**config.mk**
```make
export PLATFORM = sky130hd
export DESIGN_NAME = numbers_concat_pack_flat
export DESIGN_NICKNAME = d
export VERILOG_FILES = /design/src/rtl/numbers_pkg.sv /design/src/rtl/numbers_concat_pack_if.sv /design/src/rtl/numbers_repl_unit.sv /design/src/rtl/numbers_concat_pack.sv /design/src/flat_wrapper.sv
export SDC_FILE = /design/constraint.sdc
export NUM_CORES = 1
export LEC_CHECK = 0
export ABC_AREA = 1
export BUFFER_PORTS_ARGS = -buffer_cell sky130_fd_sc_hd__buf_2
export CAP_MARGIN = 5
export CORE_ASPECT_RATIO = 1.5
export CORE_MARGIN = 2
export CORE_UTILIZATION = 57
export DETAILED_ROUTE_END_ITERATION = 8
export PLACE_DENSITY_LB_ADDON = 0.1
export SYNTH_ARGS = -nofsm -noshare
export SYNTH_HDL_FRONTEND = slang
export SYNTH_SLANG_ARGS = --single-unit
export TNS_END_PERCENT = 1
```
**constraint.sdc**
```tcl
create_clock -name clk -period 3.35 [get_ports clk]
set_input_delay 0.5025 -clock clk [delete_from_list [all_inputs] [get_ports clk]]
set_output_delay 0.5025 -clock clk [all_outputs]
set_load 0.01 [all_outputs]
```
**src/rtl/numbers_pkg.sv**
```systemverilog
// numbers_pkg: shared types and helpers for the numbers library
package numbers_pkg;
  typedef enum logic {MODE_CONCAT, MODE_REPL} pack_mode_t;
  typedef enum logic {ST_IDLE, ST_COLLECT} pack_state_t;
  function automatic int cnt_width(input int num);
    return $clog2(num + 1);
  endfunction
endpackage

```
**src/rtl/numbers_concat_pack_if.sv**
```systemverilog
// numbers_concat_pack_if: valid/ready streams around the concat packer
interface numbers_concat_pack_if #(
  parameter int IN_W = 4,
  parameter int NUM = 4
);
  import numbers_pkg::*;
  localparam int OUT_W = IN_W * NUM;
  localparam int CNT_W = cnt_width(NUM);
  logic mode;
  logic flush;
  logic in_valid;
  logic in_ready;
  logic [IN_W-1:0] in_data;
  logic out_valid;
  logic out_ready;
  logic [OUT_W-1:0] out_data;
  logic [CNT_W-1:0] out_count;
  modport master (
    output mode, flush, in_valid, in_data, out_ready,
    input in_ready, out_valid, out_data, out_count
  );
  modport slave (
    input mode, flush, in_valid, in_data, out_ready,
    output in_ready, out_valid, out_data, out_count
  );
endinterface

```
**src/rtl/numbers_repl_unit.sv**
```systemverilog
// numbers_repl_unit: combinational NUM-fold replication of an IN_W-bit value
module numbers_repl_unit #(
  parameter int IN_W = 4,
  parameter int NUM = 4
) (
  input  logic [IN_W-1:0]     x,
  output logic [IN_W*NUM-1:0] y
);
  assign y = {NUM{x}};
endmodule

```
**src/rtl/numbers_concat_pack.sv**
```systemverilog
// numbers_concat_pack: packs NUM beats MSB-first, or replicates one beat, with flush of partial groups
module numbers_concat_pack
  import numbers_pkg::*;
#(
  parameter int IN_W = 4,
  parameter int NUM = 4
) (
  input logic clk,
  input logic rst_n,
  numbers_concat_pack_if.slave bus
);
  localparam int OUT_W = IN_W * NUM;
  localparam int CNT_W = cnt_width(NUM);
  pack_state_t state, state_n;
  pack_mode_t mode_q, mode_n;
  logic [OUT_W-IN_W-1:0] acc, acc_n;
  logic [CNT_W-1:0] count, count_n, cnt_a, load_count;
  logic [OUT_W-1:0] repl, pend, load_data;
  logic accept, repl_go, cat_go, emit, load;
  numbers_repl_unit #(.IN_W(IN_W), .NUM(NUM)) u_repl (.x(bus.in_data), .y(repl));
  assign bus.in_ready = !bus.out_valid || bus.out_ready;
  // next group state; acc is kept zero while idle so a partial group needs no masking
  always_comb begin
    accept = bus.in_valid && bus.in_ready;
    repl_go = accept && state == ST_IDLE && bus.mode;
    cat_go = accept && !repl_go;
    cnt_a = count + CNT_W'(cat_go);
    pend = cat_go ? {acc, bus.in_data} : OUT_W'(acc);
    emit = bus.in_ready && ((cat_go && cnt_a == CNT_W'(NUM)) || (bus.flush && cnt_a != '0));
    load = repl_go || emit;
    load_data = repl_go ? repl : pend << ((NUM - int'(cnt_a)) * IN_W);
    load_count = repl_go ? CNT_W'(NUM) : cnt_a;
    acc_n = emit ? '0 : cat_go ? (OUT_W-IN_W)'({acc, bus.in_data}) : acc;
    count_n = emit ? '0 : cnt_a;
    state_n = count_n != '0 ? ST_COLLECT : ST_IDLE;
    mode_n = (cat_go && state == ST_IDLE) ? pack_mode_t'(bus.mode) : mode_q;
  end
  // group registers and the output word register
  always_ff @(posedge clk or negedge rst_n) begin
    if (!rst_n) begin
      state <= ST_IDLE;
      mode_q <= MODE_CONCAT;
      acc <= '0;
      count <= '0;
      bus.out_valid <= 1'b0;
      bus.out_data <= '0;
      bus.out_count <= '0;
    end else begin
      state <= state_n;
      mode_q <= mode_n;
      acc <= acc_n;
      count <= count_n;
      bus.out_valid <= load || (bus.out_valid && !bus.out_ready);
      if (load) begin
        bus.out_data <= load_data;
        bus.out_count <= load_count;
      end
    end
  end
endmodule

```
**src/flat_wrapper.sv**
```systemverilog
// flat-port wrapper written by rule: the top's interface ports become plain ports
module numbers_concat_pack_flat import numbers_pkg::*;
#(
  parameter int IN_W = 4,
  parameter int NUM = 4
)
  (clk, rst_n, bus_mode, bus_flush, bus_in_valid, bus_in_data, bus_out_ready, bus_in_ready, bus_out_valid, bus_out_data, bus_out_count);
  numbers_concat_pack_if #(.IN_W(IN_W), .NUM(NUM)) bus_i ();
  input logic clk;
  input logic rst_n;
  input wire logic [$bits(bus_i.mode)-1:0] bus_mode;
  input wire logic [$bits(bus_i.flush)-1:0] bus_flush;
  input wire logic [$bits(bus_i.in_valid)-1:0] bus_in_valid;
  input wire logic [$bits(bus_i.in_data)-1:0] bus_in_data;
  input wire logic [$bits(bus_i.out_ready)-1:0] bus_out_ready;
  output wire logic [$bits(bus_i.in_ready)-1:0] bus_in_ready;
  output wire logic [$bits(bus_i.out_valid)-1:0] bus_out_valid;
  output wire logic [$bits(bus_i.out_data)-1:0] bus_out_data;
  output wire logic [$bits(bus_i.out_count)-1:0] bus_out_count;
  assign bus_i.mode = bus_mode;
  assign bus_i.flush = bus_flush;
  assign bus_i.in_valid = bus_in_valid;
  assign bus_i.in_data = bus_in_data;
  assign bus_i.out_ready = bus_out_ready;
  assign bus_in_ready = bus_i.in_ready;
  assign bus_out_valid = bus_i.out_valid;
  assign bus_out_data = bus_i.out_data;
  assign bus_out_count = bus_i.out_count;
  numbers_concat_pack #(.IN_W(IN_W), .NUM(NUM)) u_core (.clk(clk), .rst_n(rst_n), .bus(bus_i));
endmodule
```
Word-level counts from Yosys, hierarchy flattened
Cells that the tools add are included.
Widths: inputs -> output; s select.
{ "op_classes": {"n_eq_ne": 1, "bitwise": 1, "n_reduce_logical": 18, "n_shift": 1, "n_addsub": 2, "muxes": 7} }
{ "ops": {"columns": ["cell", "n"], "rows": [
  ["$mux 16", 2],
  ["$shl 16x32->16", 1],
  ["$mux 12", 2],
  ["$logic_and 1x1->1", 8],
  ["$mux 3", 2],
  ["$reduce_bool 3->1", 2],
  ["$logic_or 1x1->1", 4],
  ["$sub 3x3->4 const A", 1],
  ["$add 3x1->3", 1],
  ["$eq 3x3->1 const B", 1],
  ["$logic_not 1->1", 3],
  ["$reduce_bool 2->1", 1],
  ["$mux 1", 1],
  ["$not 1->1", 1]
]} }
{ "totals": {"output_inout_bits": 21, "ff_bits": 36} }

Logic depth before layout (Yosys ltp)
{ "depth": {"ltp_word": 15, "depth_mapped": 18} }

Modules after synthesis
From an unflattened synthesis, not the netlist that was laid out.
{ "hier_totals": {"hier_cells": 307, "hier_area_um2": 2324.7} }
{ "modules_own_cells": {"columns": ["module", "instances", "cells_per_inst", "area_each_um2", "seq_area_each_um2"], "rows": [
  ["numbers_concat_pack", 1, 291, 2204.6, 900.9],
  ["numbers_repl_unit", 1, 16, 120.1, 0.0]
]} }

Worst setup path after synthesis
No wires, ideal clock.
{ "synth_timing": {"kind": "input-to-reg", "from": "input bus_out_ready", "to": "register u_core.bus.out_data[4]", "required_ns": 3.281, "path_stages": 15, "setup_time_ns": 0.069, "path_slack_ns": 0.711, "n_path_buf": 2, "arrival_ns": 2.570, "path_cell_list": "inv_1 > nand2_4 > nand2_4 > nor2_8 > ha_1 > inv_1 > buf_2 > buf_2 > ha_1 > ha_1 > nor2_1 > nand3_4 > nor2_8 > nand2_1 > nand3_1"} }
{ "synth_between": {"elab_chain_len": 12, "elab_cells_between_ends": 18, "cone_classes": "add/sub: 2; eq/ne: 1; shift: 1; mux: 2; reduce/logical: 12"} }
{ "synth_lines": {"columns": ["element", "line", "text"], "rows": [
  ["from (decl)", "flat_wrapper.sv:15", "input wire logic [$bits(bus_i.out_ready)-1:0] bus_out_ready;"],
  ["$logic_or 1x1->1 (*)", "numbers_concat_pack.sv:21", "assign bus.in_ready = !bus.out_valid || bus.out_ready;"],
  ["parallel branches: the longest is 11 deep, another holds $sub 3x3->4", null, null],
  ["to (signal assigned)", "numbers_concat_pack.sv:55", "bus.out_data <= load_data;"],
  ["to (decl)", "numbers_concat_pack_if.sv:24", "output in_ready, out_valid, out_data, out_count"]
]} }
Mark *: on every way between the ends.
A chain may end at the register's enable or synchronous reset.

Worst setup path in the final report
{ "layout_timing": {"from": "register u_core.state", "to": "register u_core.bus.out_data[2]"} }
{ "layout_between": {"elab_chain_len": 11, "elab_cells_between_ends": 17, "cone_classes": "add/sub: 2; eq/ne: 1; shift: 1; mux: 2; bitwise: 1; reduce/logical: 10"} }
{ "layout_lines": {"columns": ["element", "line", "text"], "rows": [
  ["from (decl)", "numbers_concat_pack.sv:14", "pack_state_t state, state_n;"],
  ["from (signal assigned)", "numbers_concat_pack.sv:49", "state <= state_n;"],
  ["$not 1->1 (*)", "numbers_concat_pack.sv:25", "repl_go = accept && state == ST_IDLE && bus.mode;"],
  ["$logic_and 1x1->1 (*) (2 in series)", "numbers_concat_pack.sv:25", null],
  ["parallel branches: the longest is 8 deep, another holds $sub 3x3->4", null, null]
]} }
Marks and branches as above.

==> results.json <==
{
  "grt_pass1_wl_mm": 8.30,
  "status": "finished, final reports clean",
  "r2r_setup_slack_ns": 0.62,
  "synth.avg_cell_area_sq_um": 7.89,
  "worstSetupStartpoint": "u_core.state$_DFF_PN0_",
  "synth_compound_area_frac": 0.0667,
  "layout_common_cells": "75 x nand2_1, 61 x nand3_1, 36 x dfrtp_1, 30 x inv_1, 30 x buf_2",
  "crit_fanout": 13,
  "path_depth": 13,
  "synthSimpleGateAreaFrac": 0.392,
  "crit_path_max_incr_delay_ns": 0.54,
  "drt_iter0_drc": 61,
  "area_delta_synth_final_pct": 10.8,
  "maxCapViolCount": 0,
  "ys_ff_latch": 36,
  "worstMarginPinSlew_ns": 0.804,
  "path_delay_family": "adder cells",
  "crit_type": "reg -> reg",
  "startpoint_type": "flip-flop",
  "synthAdderAreaFrac": 0.0285,
  "ys_warn_count": 0,
  "gp_congestion": 0.887,
  "firstDrtPassIters": 4,
  "ios": 31,
  "ys_types": 26,
  "rsz0062_at_grt": "false",
  "routed_wirelength_mm": 4.90,
  "num_vias": 1900,
  "post-route-min-period_ns": 2.73,
  "dieHeight_um": 80.0,
  "syn_area_sq_um": 2190,
  "max_freq_mhz": 366,
  "cellLeakagePower_uw": 0.00137,
  "path_clk_slew_ns": 0.08,
  "drive_above_1_share": 0.205,
  "clock-sinks": 36,
  "synthArstFlopShare": 1.00,
  "grtUsageTotal": 0.258,
  "syn_nets": 293,
  "rows": 27,
  "endpoint": "u_core.bus.out_data[2]$_DFFE_PN0P_",
  "cts_setup_buffers": 0,
  "grt_pass1_vias": 1750,
  "reg2reg_from": "u_core.state$_DFF_PN0_",
  "synth.area.mux_share": 0,
  "vias_per_cell": 5.41,
  "p_per_area_nw_per_um2": 1000,
  "finalSetupViolCount": 0,
  "synth_top_family_by_area": "simple AND/OR/NAND/NOR gates",
  "worstSetupEndpointType": "flip-flop",
  "cts-buffers-inserted": 5,
  "finalNetCount": 322,
  "slew_viol_final": 0,
  "ctsResizeCount": 0,
  "timing.final.ws_setup_ns": 0.619,
  "power_uw": 2440,
  "grt_max_degree": 37,
  "antenna-diode-count": 0,
  "core_area_sq_um": 3680,
  "arrival_ns": 2.96,
  "clockBufferDepth": 2,
  "timing.final.crit_share": 0.815,
  "drc": 0,
  "cts-root-buf": "clkbuf_8",
  "synth_edf_count": 0,
  "crit_chain": "inv_1 > nand2_1 > inv_1 > nor2_8 > ha_1 > inv_1 > ha_1 > ha_1 > nor2_1 > nand3_4 > nor2_8 > nand2_1 > nand3_1",
  "hold_path_class": "in -> async",
  "place_ws_ns": 0.437,
  "critPathBufInv": 3,
  "slew_headroom": 0.464,
  "dieWidth_um": 54.7,
  "dieArea_sq_um": 4370,
  "layoutNonFillerInstCount": 351,
  "grt_overflow_total": 0,
  "rr_endpoint": "u_core.bus.out_data[2]$_DFFE_PN0P_",
  "synth_xor_area_frac": 0,
  "critPathRequiredTime_ns": 3.58,
  "yosysSeqAreaShare": 0.411,
  "fillerInstances": 329,
  "htreeDepth": 2,
  "worstSkewPairLatency_ns": 0.29,
  "antenna_left": 0,
  "tns_ns": 0,
  "place_inst": 343,
  "final_common_cell": "nand2_1",
  "dp_hpwl_mm": 3.46,
  "hold_buffers": 0,
  "critPathSlowestCell": "ha_1",
  "antenna_found_initial": 0,
  "hold_viol_final": 0,
  "port_buffers": 30,
  "synthCells": 278,
  "cts_tree": "built",
  "skew_ns": 0.00466,
  "vdd_drop_max_mv": 0.628,
  "initial_core_util": 0.596,
  "ys.flop_type": "dfrtp_1",
  "wire_per_inst_um": 14.0,
  "r2r_cells": 13
}
## cells by family after synthesis
family          count (synthesis)
simple gates                  167
buf+inv                        46
flops                          36
compound gates                 24
fa+ha+maj                       5
## stage by stage
stage                      util  hold WS, ns  instance area, sq um
after floorplan               -        0.207                  2190
after global placement    0.635        0.502                  2340
after detailed placement  0.635        0.511                  2340
after CTS                 0.660        0.331                  2430
after global routing      0.660        0.376                  2430
final                     0.660        0.298                  2430
## flip-flops by register name, indices dropped and copies added, names as in the netlist
register and cells:
u_core.bus.out_count 3, u_core.state 1, u_core.acc 12, u_core.bus.out_data 16, u_core.count 3, u_core.bus.out_valid 1
## worst reg2reg max path, cell delays in order (launching register included)
cell and delay [ns]:
dfrtp_1 0.36, inv_1 0.05, nand2_1 0.06, inv_1 0.15, nor2_8 0.08, ha_1 0.54, inv_1 0.22, ha_1 0.27
ha_1 0.27, nor2_1 0.19, nand3_4 0.15, nor2_8 0.16, nand2_1 0.09, nand3_1 0.08
## cell usage after synthesis (2+ instances only)
cell      number  area (sq um)
buf_4          4          30.0
nand3_1       61           305
dfrtp_1       36           901
nand4_1        8          50.1
nor2_1         7          26.3
buf_6          4          45.0
ha_1           5          62.6
buf_2          5          25.0
a21oi_1       14          70.1
inv_1         30           113
nor2_8         2          40.0
a21oi_2        2          17.5
nand3b_1       4          30.0
o21ai_0        2          10.0
o21ai_2        3          26.3
nand2_4        5          56.3
nand3_4        3          52.6
nand2_1       75           282
## final cells by class
| type | instances | area [sq um] | share of cell area |
|---|---|---|---|
| repair buffers | 36 | 195 | 0.0803 |
| clock inverters | 2 | 10.0 | 0.00412 |
| well taps | 43 | 53.8 | 0.0221 |
| clock buffers | 6 | 82.6 | 0.0340 |
| flip-flops and latches | 36 | 901 | 0.371 |
| inverters | 32 | 120 | 0.0494 |
| multi-input cells | 196 | 1070 | 0.440 |
## power by group
group	internal (uW)	leakage [uW]	total, uW	switching [uW]
Sequential	613	0.000471	701	88.7
Combinational	493	0.000849	1410	918
Clock	164	0.0000510	324	160
## layer usage
| metal | vias to the layer above | global-route usage | part of all wire |
|---|---|---|---|
| li1 | 966 | - | - |
| met1 | 870 | 0.353 | 0.45 |
| met2 | 55 | 0.386 | 0.49 |
| met3 | 9 | 0.0599 | 0.042 |
| met4 | 0 | 0.103 | 0.020 |
| met5 | - | 0 | 0 |
## how the worst min path moves through the flow
stage / start / to / slack [ns]
after floorplan: rst_n / u_core.acc[0]$_DFFE_PN0P_ / 0.21
after global placement: u_core.bus.out_count[2]$_DFFE_PN0P_ / u_core.bus.out_count[2]$_DFFE_PN0P_ / 0.50
after CTS: rst_n / u_core.state$_DFF_PN0_ / 0.33
after global routing: rst_n / u_core.bus.out_data[3]$_DFFE_PN0P_ / 0.38
final: rst_n / u_core.bus.out_count[2]$_DFFE_PN0P_ / 0.30
after detailed placement: u_core.bus.out_count[2]$_DFFE_PN0P_ / u_core.bus.out_count[2]$_DFFE_PN0P_ / 0.51
(Power assumes the default switching activity.)
